$ cat src/rtl/aes_128_arbiter.sv
// aes_128_arbiter: round-robin sequencer sharing one aes_128 core among NUM_REQ requesters.
// Define AES_128_ARB_STATS_EN to add the saturating op_count response counter.
module aes_128_arbiter #(
    parameter  int NUM_REQ   = 2,
    parameter  int CORE_WAIT = 2,
    localparam int IW        = (NUM_REQ > 1) ? $clog2(NUM_REQ) : 1
) (
    input  logic                   clk,
    input  logic                   rst,
    input  logic [NUM_REQ-1:0]     req_valid,
    output logic [NUM_REQ-1:0]     req_ready,
    input  logic [128*NUM_REQ-1:0] req_data,
    input  logic [128*NUM_REQ-1:0] req_key,
    output logic [NUM_REQ-1:0]     rsp_valid,
    input  logic [NUM_REQ-1:0]     rsp_ready,
    output logic [127:0]           rsp_data,
    output logic [127:0]           core_in,
    output logic [127:0]           core_key,
    input  logic [127:0]           core_out,
    output logic                   busy,
    output logic [IW-1:0]          grant_id
`ifdef AES_128_ARB_STATS_EN
    ,
    output logic [31:0]            op_count
`endif
);
    localparam int CW = $clog2(CORE_WAIT + 1);

    typedef enum logic [1:0] {IDLE, WAIT, RESP} state_t;

    state_t        state, state_n;
    logic [IW-1:0] ptr, sel, idx, ptr_n;
    logic [CW-1:0] cnt;
    logic          found, done, rsp_hs;

    // Scan downward so the closest valid requester at or after ptr wins.
    always_comb begin
        int j;
        sel   = ptr;
        found = 1'b0;
        idx   = '0;
        j     = 0;
        for (int k = NUM_REQ - 1; k >= 0; k--) begin
            j   = int'(ptr) + k;
            j   = (j >= NUM_REQ) ? j - NUM_REQ : j;
            idx = IW'(j);
            if (req_valid[idx]) begin
                sel   = idx;
                found = 1'b1;
            end
        end
    end

    assign req_ready = (state == IDLE && found) ? NUM_REQ'(1) << sel : '0;
    assign done      = cnt == CW'(1);
    assign rsp_hs    = state == RESP && rsp_ready[grant_id];
    assign ptr_n     = (grant_id == IW'(NUM_REQ - 1)) ? '0 : grant_id + 1'b1;
    assign busy      = state != IDLE;

    always_comb begin
        state_n = state;
        case (state)
            IDLE:    state_n = found ? WAIT : IDLE;
            WAIT:    state_n = done ? RESP : WAIT;
            RESP:    state_n = rsp_ready[grant_id] ? IDLE : RESP;
            default: state_n = IDLE;
        endcase
    end

    always_ff @(posedge clk) begin
        if (rst)
            state <= IDLE;
        else
            state <= state_n;
    end

    always_ff @(posedge clk) begin
        if (rst) begin
            ptr       <= '0;
            cnt       <= '0;
            grant_id  <= '0;
            rsp_valid <= '0;
            rsp_data  <= '0;
            core_in   <= '0;
            core_key  <= '0;
        end else begin
            if (state == IDLE && found) begin
                core_in  <= req_data[128*sel +: 128];
                core_key <= req_key[128*sel +: 128];
                grant_id <= sel;
                cnt      <= CW'(CORE_WAIT);
            end
            if (state == WAIT)
                cnt <= cnt - 1'b1;
            // Core inputs have been stable for CORE_WAIT cycles at this edge.
            if (state == WAIT && done) begin
                rsp_data  <= core_out;
                rsp_valid <= NUM_REQ'(1) << grant_id;
            end
            if (rsp_hs) begin
                rsp_valid <= '0;
                ptr       <= ptr_n;
            end
        end
    end

`ifdef AES_128_ARB_STATS_EN
    always_ff @(posedge clk) begin
        if (rst)
            op_count <= '0;
        else if (rsp_hs && op_count != '1)
            op_count <= op_count + 1'b1;
    end
`endif

endmodule

$ cat config.mk
export PLATFORM = sky130hd
export DESIGN_NAME = aes_128_arbiter
export DESIGN_NICKNAME = d
export VERILOG_FILES = /design/src/rtl/aes_128_arbiter.sv
export SDC_FILE = /design/constraint.sdc
export NUM_CORES = 1
export LEC_CHECK = 0
export BUFFER_PORTS_ARGS = -buffer_cell sky130_fd_sc_hd__buf_2
export CAP_MARGIN = 5
export CORE_AREA = 2 2 403 405
export CTS_BUF_LIST = sky130_fd_sc_hd__clkbuf_4 sky130_fd_sc_hd__clkbuf_8 sky130_fd_sc_hd__clkbuf_16
export DETAILED_ROUTE_END_ITERATION = 16
export DIE_AREA = 0 0 405 407
export SYNTH_ARGS = -nofsm -noshare
export SYNTH_HDL_FRONTEND = slang
export SYNTH_SLANG_ARGS = --single-unit
export TNS_END_PERCENT = 100
$ cat constraint.sdc
create_clock -name clk -period 1.9 [get_ports clk]
set_input_delay 0.38 -clock clk [delete_from_list [all_inputs] [get_ports clk]]
set_output_delay 0.38 -clock clk [all_outputs]
set_load 0.005 [all_outputs]
Word-level counts from Yosys, hierarchy flattened

Index checks and enable logic that the tools add are counted.

Register bits: 392
Output and inout bits: 390
Input port bits: 646

Shift operators: 4
Mux-type cells: 20
Reductions and logical operators: 7
Add/subtract/negate cells: 5
$lt $le $gt $ge: 5
Eq/ne operators: 3

Operators with widths:

| kind                                                                                | count |
|---|---|
| 256-bit by 9-bit variable part select with 128-bit output                           | 2 |
| 1-bit 2-to-1 mux                                                                    | 14 |
| 2-bit 2-to-1 mux                                                                    | 5 |
| 1-bit by 2-bit less-than comparator with 1-bit output, second input constant        | 3 |
| 2-bit one-hot mux with 3 select lines                                               | 1 |
| 2-bit by 1-bit equality test with 1-bit output, second input constant               | 2 |
| 2-bit nonzero test                                                                  | 2 |
| 1-bit by 1-bit << shifter with 2-bit output, first input constant                   | 2 |
| 1-bit logical AND                                                                   | 3 |
| 1-bit by 1-bit adder with 2-bit output, second input constant                       | 1 |
| 2-bit equality test, second input constant                                          | 1 |
| 1-bit by 2-bit greater-or-equal comparator with 1-bit output, second input constant | 1 |
| 2-bit greater-or-equal comparator, second input constant                            | 1 |
| 2-bit logical NOT                                                                   | 1 |
| 2-bit OR reduction                                                                  | 1 |
| 1-bit subtractor, second input constant                                             | 2 |
| 2-bit by 1-bit subtractor with 2-bit output, second input constant                  | 1 |
| 1-bit adder, second input constant                                                  | 1 |

Logic depth before layout (Yosys ltp)

Gate-level depths: netlist of the first run.

Depth in word-level cells: 10
Gate-level depth with buffers: 7
Gate-level depth less buffers: 5

Least setup slack after synthesis of the first run

OpenSTA, ideal clock, no wires.

Path kind: input -> output
Start: input req_valid[1]
End: output req_ready[1]
Stages on the path: 4
Required time: 1.520 ns
Setup slack: 0.326 ns
Arrival time: 1.194 ns
Path buffers: 3
Cells stage by stage: buf_2 -> buf_2 -> clkbuf_1 -> and3_1

Cells in the longest elaborated chain, start to end: 6
Elaborated cells on any way between the ends: 11

Ends and longest elaborated chain:

| item                                                                                    | RTL line | source |
|---|---|---|
| from (decl)                                                                             | 10       | `input logic [NUM_REQ-1:0] req_valid,` |
| 1-bit 2-to-1 mux (implied by the code) (2 in series)                                    | 47       | `if (req_valid[idx]) begin` |
| 1-bit 2-to-1 mux (2 in series)                                                          | 47       |  |
| 1-bit by 1-bit << shifter with 2-bit output / 1-bit logical AND (equally long branches) | 54       | `assign req_ready = (state == IDLE && found) ? NUM_REQ'(1) << sel : '0;` |
| 2-bit 2-to-1 mux *                                                                      | 54       |  |
| to (decl)                                                                               | 11       | `output logic [NUM_REQ-1:0] req_ready,` |

Mark *: on every way between the ends. The rest lies on a longest branch, timed or not. The select of a mux whose other input is x is not followed.

Worst setup path after layout of the first run

Start: register state[1]
End: output req_ready[1]

Cells in the longest elaborated chain, start to end: 3

Ends and longest elaborated chain:

| item                   | RTL line | source |
|---|---|---|
| from (decl)            | 31       | `state_t state, state_n;` |
| from (signal assigned) | 74       | `state <= state_n;` |
| 2-bit logical NOT      | 54       |  |
| 1-bit logical AND      | 54       |  |
| 2-bit 2-to-1 mux       | 54       |  |

Every way passes these cells.

==> results of run 1 <==
==> through the flow <==
stage / cells / area (µm²) / hold slack [ns] / worst slack (ns)
global placement: 5150 / 24760 / 0.4406 / 0.1621
floorplan: 2109 / 16610 / 0.4510 / 0.3264
detailed placement: 5150 / 24760 / 0.4463 / 0.1358
CTS: 5739 / 31660 / 0.0002908 / -0.1800
finish: 5789 / 31990 / 0.05558 / -0.08557
global route: 5775 / 31950 / 0.01874 / -0.1794
==> critical path, stage by stage (launching register included) <==
cell     delay, ns
dfxtp_4       0.37
nor2_4        0.18
buf_12        0.13
and3_4        0.17
buf_6         0.10
==> sequential cells by signal (all words and copies together) (netlist names) <==
| name | flops |
|---|---|
| ptr | 1 |
| grant_id | 1 |
| cnt | 2 |
| rsp_data | 128 |
| state | 2 |
| core_key | 128 |
| core_in | 128 |
| rsp_valid | 2 |
==> area by class of cell <==
class                      instances  share of cell area
timing repair buffer            1652              0.3673
sequential                       392              0.2456
multi-input combinational       1442              0.2386
tap                             2160             0.08449
clock buffer                      72             0.04772
clock inverter                    24             0.01177
antenna                           42            0.003286
inverter                           4           0.0009779
timing repair inverter             1           0.0002738
==> synth_stat cells <==
| cell type | instances | area, µm² |
|---|---|---|
| a211oi_1 | 1 | 7.510 |
| a21boi_2 | 1 | 11.26 |
| a21oi_1 | 133 | 665.6 |
| a311oi_1 | 1 | 8.760 |
| a31oi_1 | 256 | 1602 |
| and2_1 | 1 | 6.260 |
| and3_1 | 1 | 6.260 |
| and3b_1 | 2 | 17.52 |
| buf_1 | 1 | 3.750 |
| buf_2 | 103 | 515.5 |
| buf_4 | 4 | 30.03 |
| clkbuf_1 | 163 | 611.8 |
| dfxtp_1 | 392 | 7848 |
| ha_1 | 1 | 12.51 |
| inv_1 | 4 | 15.01 |
| mux2i_1 | 2 | 20.02 |
| nand2_1 | 258 | 968.4 |
| nand2b_1 | 6 | 37.54 |
| nand3_1 | 256 | 1281 |
| nand3b_1 | 1 | 7.510 |
| nand4_1 | 256 | 1602 |
| nor2_1 | 2 | 7.510 |
| nor2_2 | 2 | 12.51 |
| nor2b_1 | 1 | 6.260 |
| o211ai_1 | 1 | 7.510 |
| o21ai_0 | 259 | 1296 |
| o21bai_1 | 1 | 7.510 |
==> how the worst max path moves through the flow <==
| stage | from | endpoint | slack (ns) | depth (start not counted) |
|---|---|---|---|---|
| after floorplan | req_valid[1] | req_ready[1] | 0.33 | 4 |
| after global placement | state[1] | core_key[76] | 0.16 | 6 |
| after detailed placement | req_valid[0] | core_in[117] | 0.14 | 6 |
| after CTS | state[0] | busy | -0.18 | 5 |
| after global routing | state[1] | req_ready[1] | -0.18 | 4 |
| final | state[1] | req_ready[1] | -0.09 | 4 |
==> power by group through the flow <==
stage / Clock [mW] / Combinational (mW) / Sequential, mW
after detailed placement: 0 / 4.91 / 9.26
after global placement: 0 / 4.90 / 9.26
after floorplan: 0 / 1.88 / 9.27
final: 11.0 / 6.18 / 9.12
after global routing: 11.5 / 6.57 / 9.17
after CTS: 11.3 / 5.96 / 9.11
==> routing by layer <==
layer	track usage	wire, µm	up-vias
met1	0.1906	55650	12120
met4	0.07790	8108	30
met5	0.01487	503	-
met2	0.2603	66680	1747
li1	-	-	10780
met3	0.06356	16390	415
==> repair_timing <==
action,4_1_cts,5_1_grt
cloned,2,6
setup buffers,11,3
endpoints found under the hold margin,316,0
setup endpoints to repair,3,149
hold buffers,481,0
pin swaps,1,3
resized for setup,16,19
==> cell families after synthesis <==
logic type                 after synthesis  share of synthesized area
adders and majority gates                1                  0.0007529
muxes                                    2                   0.001205
buffers and inverters                  275                    0.07079
DFF                                    392                     0.4723
AOI/OAI and AO/OA                      653                     0.2170
and+or+nand+nor                        786                     0.2379
==> results.ini, run 1 <==
[status]
outcome=finished, violations left
violations=setup timing

[drt]
postRouteWirelength_um=147300
drc=0
drt_iter0_markers=2759
vias=25090
dr.pass1.iters=6
drtAntennaViolNets=0
vias_per_cell=4.334
wl_per_cell_um=25.45

[worst_hold_path]
hold_class=in -> reg
hp-start=req_key[214]
hold_path_depth=3
holdPathEnd=core_key[86]

[setup_path]
arrival_ns=1.61
startpoint_type=register
worstPathMaxFanout=7
cp-end-kind=output port
rr_worst_depth=7
reg2reg_to=core_key[123]
cp.required_ns=1.52
crit-reg2reg-launch=state[1]
r2r_slack_ns=0.07
critical_path_class=reg -> out

[power_and_ir_drop]
intPower_mw=17.90
swShare=0.3190
finalPower_mw=26.29
p_comb_frac=0.235
p_sw_mw=8.385
ir_drop_uv=707.2
powerDensity_nw_per_um2=821.8
clockPowerShare=0.418
p_seq_frac=0.347
leakagePower_nw=13.10

[global_route]
grt_overflow_total=0
grt_pass1_wl_um=189700
grt_max_degree=97
antenna_found_initial=60
grt.total_usage=0.1635
grt_pass1_vias=23450

[timing]
maxSlewHeadroom=0.6522
tns_ns=-0.1721
final.min_clock_period_ns=1.986
final_hold_viol_count=0
rsz0062_at_grt=yes
fmax_mhz=503.6
worst_pin_slew_ns=0.5218
maxSlewViolCount=0
worst_slack_ns=-0.08557
period_share=1.045
finalSetupViolations=3
skew_ns=0.05948

[yosys]
yosysWarnings=0
yosysSeqAreaShare=0.4723
synth_cell_types=27
syn_avg_cell_area_um2=7.878
synth-seq-cells=392
synth_fp_nets=2756
netlist_area_um2=16610
synthesis.instances=2109

[placement]
port_buffers=1035
place_hpwl_um=113500
place_congestion=0.9595

[clock_tree]
cts_buffer_depth=3
h-tree-depth=2
clk_root_buffer_cell=clkbuf_16
cts_tree=yes
cts.sinks=392
cts-buffers-inserted=52
insertion_delay_ns=0.65
clk_pin_slew_ns=0.07

[final_layout]
fin_util=0.1997
final_cell_mix=buf_2 (1030), dlygate4sd3_1 (481), dfxtp_1 (390)
final_common_cell=buf_2
register_area_um2=7855
multi_input_area_um2=7634
nFillCells=17690
fin_nets=4192
layout-drive-gt1-share=0.3566
area_growth_pct=92.52

[die]
initial_core_util=0.1037
dieArea_um2=164800
pin_count=1036
num_rows=147
core-area_um2=160200
die_w_um=405
die_y_um=407

[flow_run]
max-cap-violations=0

No activity file was read; power rests on OpenSTA's default activity.
==> inputs of run 2 (changes only) <==
Settings changed: ABC_AREA set to 1, CORE_AREA 2 2 403 405 to 2 2 407 409, DIE_AREA 0 0 405 407 to 0 0 409 411.
==> run 2 against run 1 <==
Against the previous run: the flow still finishes with violations (setup timing); via count is 7.0% lower; sequential share of layout area is 1.6 points higher; highest routed layer unchanged; sequential cell count stayed put; synthesized cell count is 23% higher; area after synthesis is 7.5% higher; power is 2.5% lower; setup slack better by 0.036 ns; first-iteration DRC count is 28% lower; core utilization is 1.7 points lower; largest cell class unchanged; final cell count is 3.6% higher; worst hold slack worse by 0.0025 ns; clock power is 7% lower.
==> results.ini, run 2 <==
[final_layout]
instances_no_fill=6000  ; was 5789
register_area_um2=7853  ; was 7855 µm²
final_cell_mix=buf_2 (1033), nand2_1 (523), nand3_1 (508)  ; was buf_2 (1030), dlygate4sd3_1 (481), dfxtp_1 (390)
top_regs=core_in: 128 flops, core_key: 128 flops, rsp_data: 128 flops  ; unchanged
layout-drive-gt1-share=0.3519  ; was 0.3566
final_common_cell=buf_2  ; unchanged
nFillCells=18630  ; was 17690
fin_area_um2=29980  ; was 31990 µm²
multi_input_area_um2=7931  ; was 7634 µm²
area_growth_pct=67.77  ; was 92.52%
fin_nets=4387  ; was 4192
fin_util=0.1829  ; was 0.1997

[setup_path]
slowest_delay_ns=0.34  ; was 0.37 ns
cp-end-kind=output port  ; unchanged
startpoint_type=register  ; unchanged
arrival_ns=1.57  ; was 1.61 ns
cp.required_ns=1.52  ; about the same
path_buf_inv=3  ; was 2
slowest_stage=dfxtp_2  ; was dfxtp_4
cp_top_family=flip-flops  ; unchanged
path_cells=nor2_4 > buf_12 > buf_12 > and3_1 > buf_2  ; was nor2_4 > buf_12 > and3_4 > buf_6
worstSetupPathDepth=5  ; was 4
rr_worst_depth=9  ; was 7
worstPathMaxFanout=3  ; was 7
critical_path_class=reg -> out  ; unchanged
critPathMostFrequentCell=buf_12

[yosys]
synth_edf_count=0  ; unchanged
synthSimpleGateAreaFrac=0.3996  ; was 0.2379
syn_avg_cell_area_um2=6.878  ; was 7.878 µm²
synth_xor_area_frac=0  ; unchanged
yosysWarnings=0  ; unchanged
synth_fp_nets=3245  ; was 2756
synthArstFlopShare=0  ; unchanged
synth_top_cell_area_share=0.4392  ; was 0.4723
synthesis.instances=2598  ; was 2109
synthMuxAreaShare=0  ; was 0.001205
synth_compound_area_frac=0.04103  ; was 0.2170
ys.flop_type=dfxtp_1  ; unchanged
synth-seq-cells=392  ; unchanged
netlist_area_um2=17870  ; was 16610 µm²
synth_cell_types=23  ; was 27
ys_top_cells_by_area=dfxtp_1 (44%), nand3_1 (14%), nand2_1 (11%)  ; was dfxtp_1 (47%), a31oi_1 (9.6%), nand4_1 (9.6%)
yosysTopAreaCell=dfxtp_1  ; unchanged
synthTopCellsByCount=nand2_1 (524), nand3_1 (513), dfxtp_1 (392), inv_1 (267), nor2_1 (258)  ; was dfxtp_1 (392), o21ai_0 (259), nand2_1 (258)
synth_most_common_cell=nand2_1  ; was dfxtp_1
synth_top_family_by_area=simple AND/OR/NAND/NOR gates  ; unchanged
synthAdderAreaFrac=0.0007002  ; was 0.0007531
yosysSeqAreaShare=0.4392  ; was 0.4723

[global_route]
grt_overflow_total=0  ; unchanged
grt_pass1_vias=21180  ; was 23450
antenna_found_initial=77  ; was 60
grt.total_usage=0.1346  ; was 0.1635
grt_pass1_wl_um=162400  ; was 189700 µm
grt_max_degree=115  ; was 97

[worst_hold_path]
hold_class=in -> reg  ; unchanged
hold_path_depth=3  ; unchanged

[drt]
drtAntennaViolNets=0  ; unchanged
drc=0  ; unchanged
drt_iter0_markers=1990  ; was 2759
vias=23340  ; was 25090
wl_per_cell_um=20.99  ; was 25.45 µm
dr.pass1.iters=5  ; was 6
postRouteWirelength_um=126000  ; was 147300 µm
vias_per_cell=3.890  ; was 4.334

[die]
core-area_um2=163900  ; was 160200 µm²
dieArea_um2=168100  ; was 164800 µm²
pin_count=1036  ; unchanged
initial_core_util=0.1090  ; was 0.1037
num_rows=149  ; was 147
die_w_um=409  ; was 405 µm
die_y_um=411  ; was 407 µm

[power_and_ir_drop]
powerDensity_nw_per_um2=855.1  ; was 821.8 nW/µm²
leakagePower_nw=16.05  ; was 13.10 nW
finalPower_mw=25.63  ; was 26.29 mW
ir_drop_uv=707.6  ; was 707.2 µV

[flow_run]
max-cap-violations=0  ; unchanged

[placement]
port_buffers=1035  ; unchanged
place_hpwl_um=95160  ; was 113500 µm
dp_worst_setup_slack_ns=-0.02484  ; was 0.1358 ns
placedCellCount=5718  ; was 5150
placed_area_um2=26150  ; was 24760 µm²
place_congestion=1.004  ; was 0.9595

[clock_tree]
insertion_delay_ns=0.64  ; was 0.65 ns
cts.sinks=392  ; unchanged
h-tree-depth=2  ; unchanged
cts-buffers-inserted=51  ; was 52
clk_pin_slew_ns=0.05  ; was 0.07 ns
cts_buffer_depth=3  ; unchanged
cts_tree=yes  ; unchanged
clk_root_buffer_cell=clkbuf_16  ; unchanged

[timing]
worst_pin_slew_ns=0.5334  ; was 0.5218 ns
final.min_clock_period_ns=1.950  ; was 1.986 ns
rsz0062_at_grt=yes  ; unchanged
tns_ns=-0.06050  ; was -0.1721 ns
finalSetupViolations=2  ; was 3
worst_slack_ns=-0.04968  ; was -0.08557 ns
maxSlewHeadroom=0.6444  ; was 0.6522
final_hold_viol_count=0  ; unchanged
period_share=1.026  ; was 1.045
skew_ns=0.02217  ; was 0.05948 ns
fmax_mhz=512.9  ; was 503.6 MHz
whs_ns=0.05305  ; was 0.05558 ns
maxSlewViolCount=0  ; unchanged

[status]
outcome=finished, violations left  ; unchanged
violations=setup timing  ; unchanged

[run 2: cell count changes in the layout (fill, tap and decap cells not counted), moves of 37 or more]
cell | before | now
buf_4 | 83 | 120
dlygate4sd3_1 | 481 | 110
nor2_1 | 2 | 258
a31oi_1 | 255 | 0
o21ai_0 | 253 | 131
inv_1 | 3 | 264
nand3_1 | 256 | 508
nand2_1 | 258 | 523
a21oi_1 | 133 | 6
[run 2: kinds of logic (layout without fill, tap and decap cells)]
group,Yosys count,in the layout
AOI/OAI and AO/OA,141,141
adders and majority gates,1,1
buffers and inverters,509,1691
DFF,392,392
other,0,31
and+or+nand+nor,1555,1555
[run 2: tightest hold or removal path: cells and delay by family]
family        cells  cell delay (ns)
buf+inv           1             0.09
simple gates      2             0.15
[run 2: report_power, final]
group	internal, mW	switching [mW]
combinational	2.67	3.49
clock	5.92	4.27
sequential	8.88	0.408
total	17.5	8.16
[run 2: repair_timing]
item | CTS | global route
resized for setup | 15 | 15
hold buffers | 110 | 0
pin swaps | 5 | 4
endpoints found under the hold margin | 111 | 0
setup endpoints to repair | 3 | 141
buffers inserted | 19 | 14
gates cloned | 6 | 12
[run 2: final timing paths]
kind,startpoint,endpoint,slack [ns]
min,core_out[0],rsp_data[0],0.05
max,state[1],req_ready[1],-0.05
max reg2reg,state[1],core_key[12],0.05
min reg2reg,rsp_valid[1],rsp_valid[1],0.48
[run 2: layout make-up]
type / instances / share of cell area
antenna: 31 / 0.002588
clock buffer: 76 / 0.05171
clock inverter: 17 / 0.005843
inverter: 268 / 0.03389
multi-input combinational: 1697 / 0.2646
sequential: 392 / 0.2619
tap: 2189 / 0.09136
timing repair buffer: 1330 / 0.2881
[run 2: routing by layer]
layer | GRT usage | routed length (µm)
met1 | 0.1649 | 49010
met2 | 0.2261 | 61160
met3 | 0.03460 | 11220
met4 | 0.04899 | 4432
met5 | 0 | 151
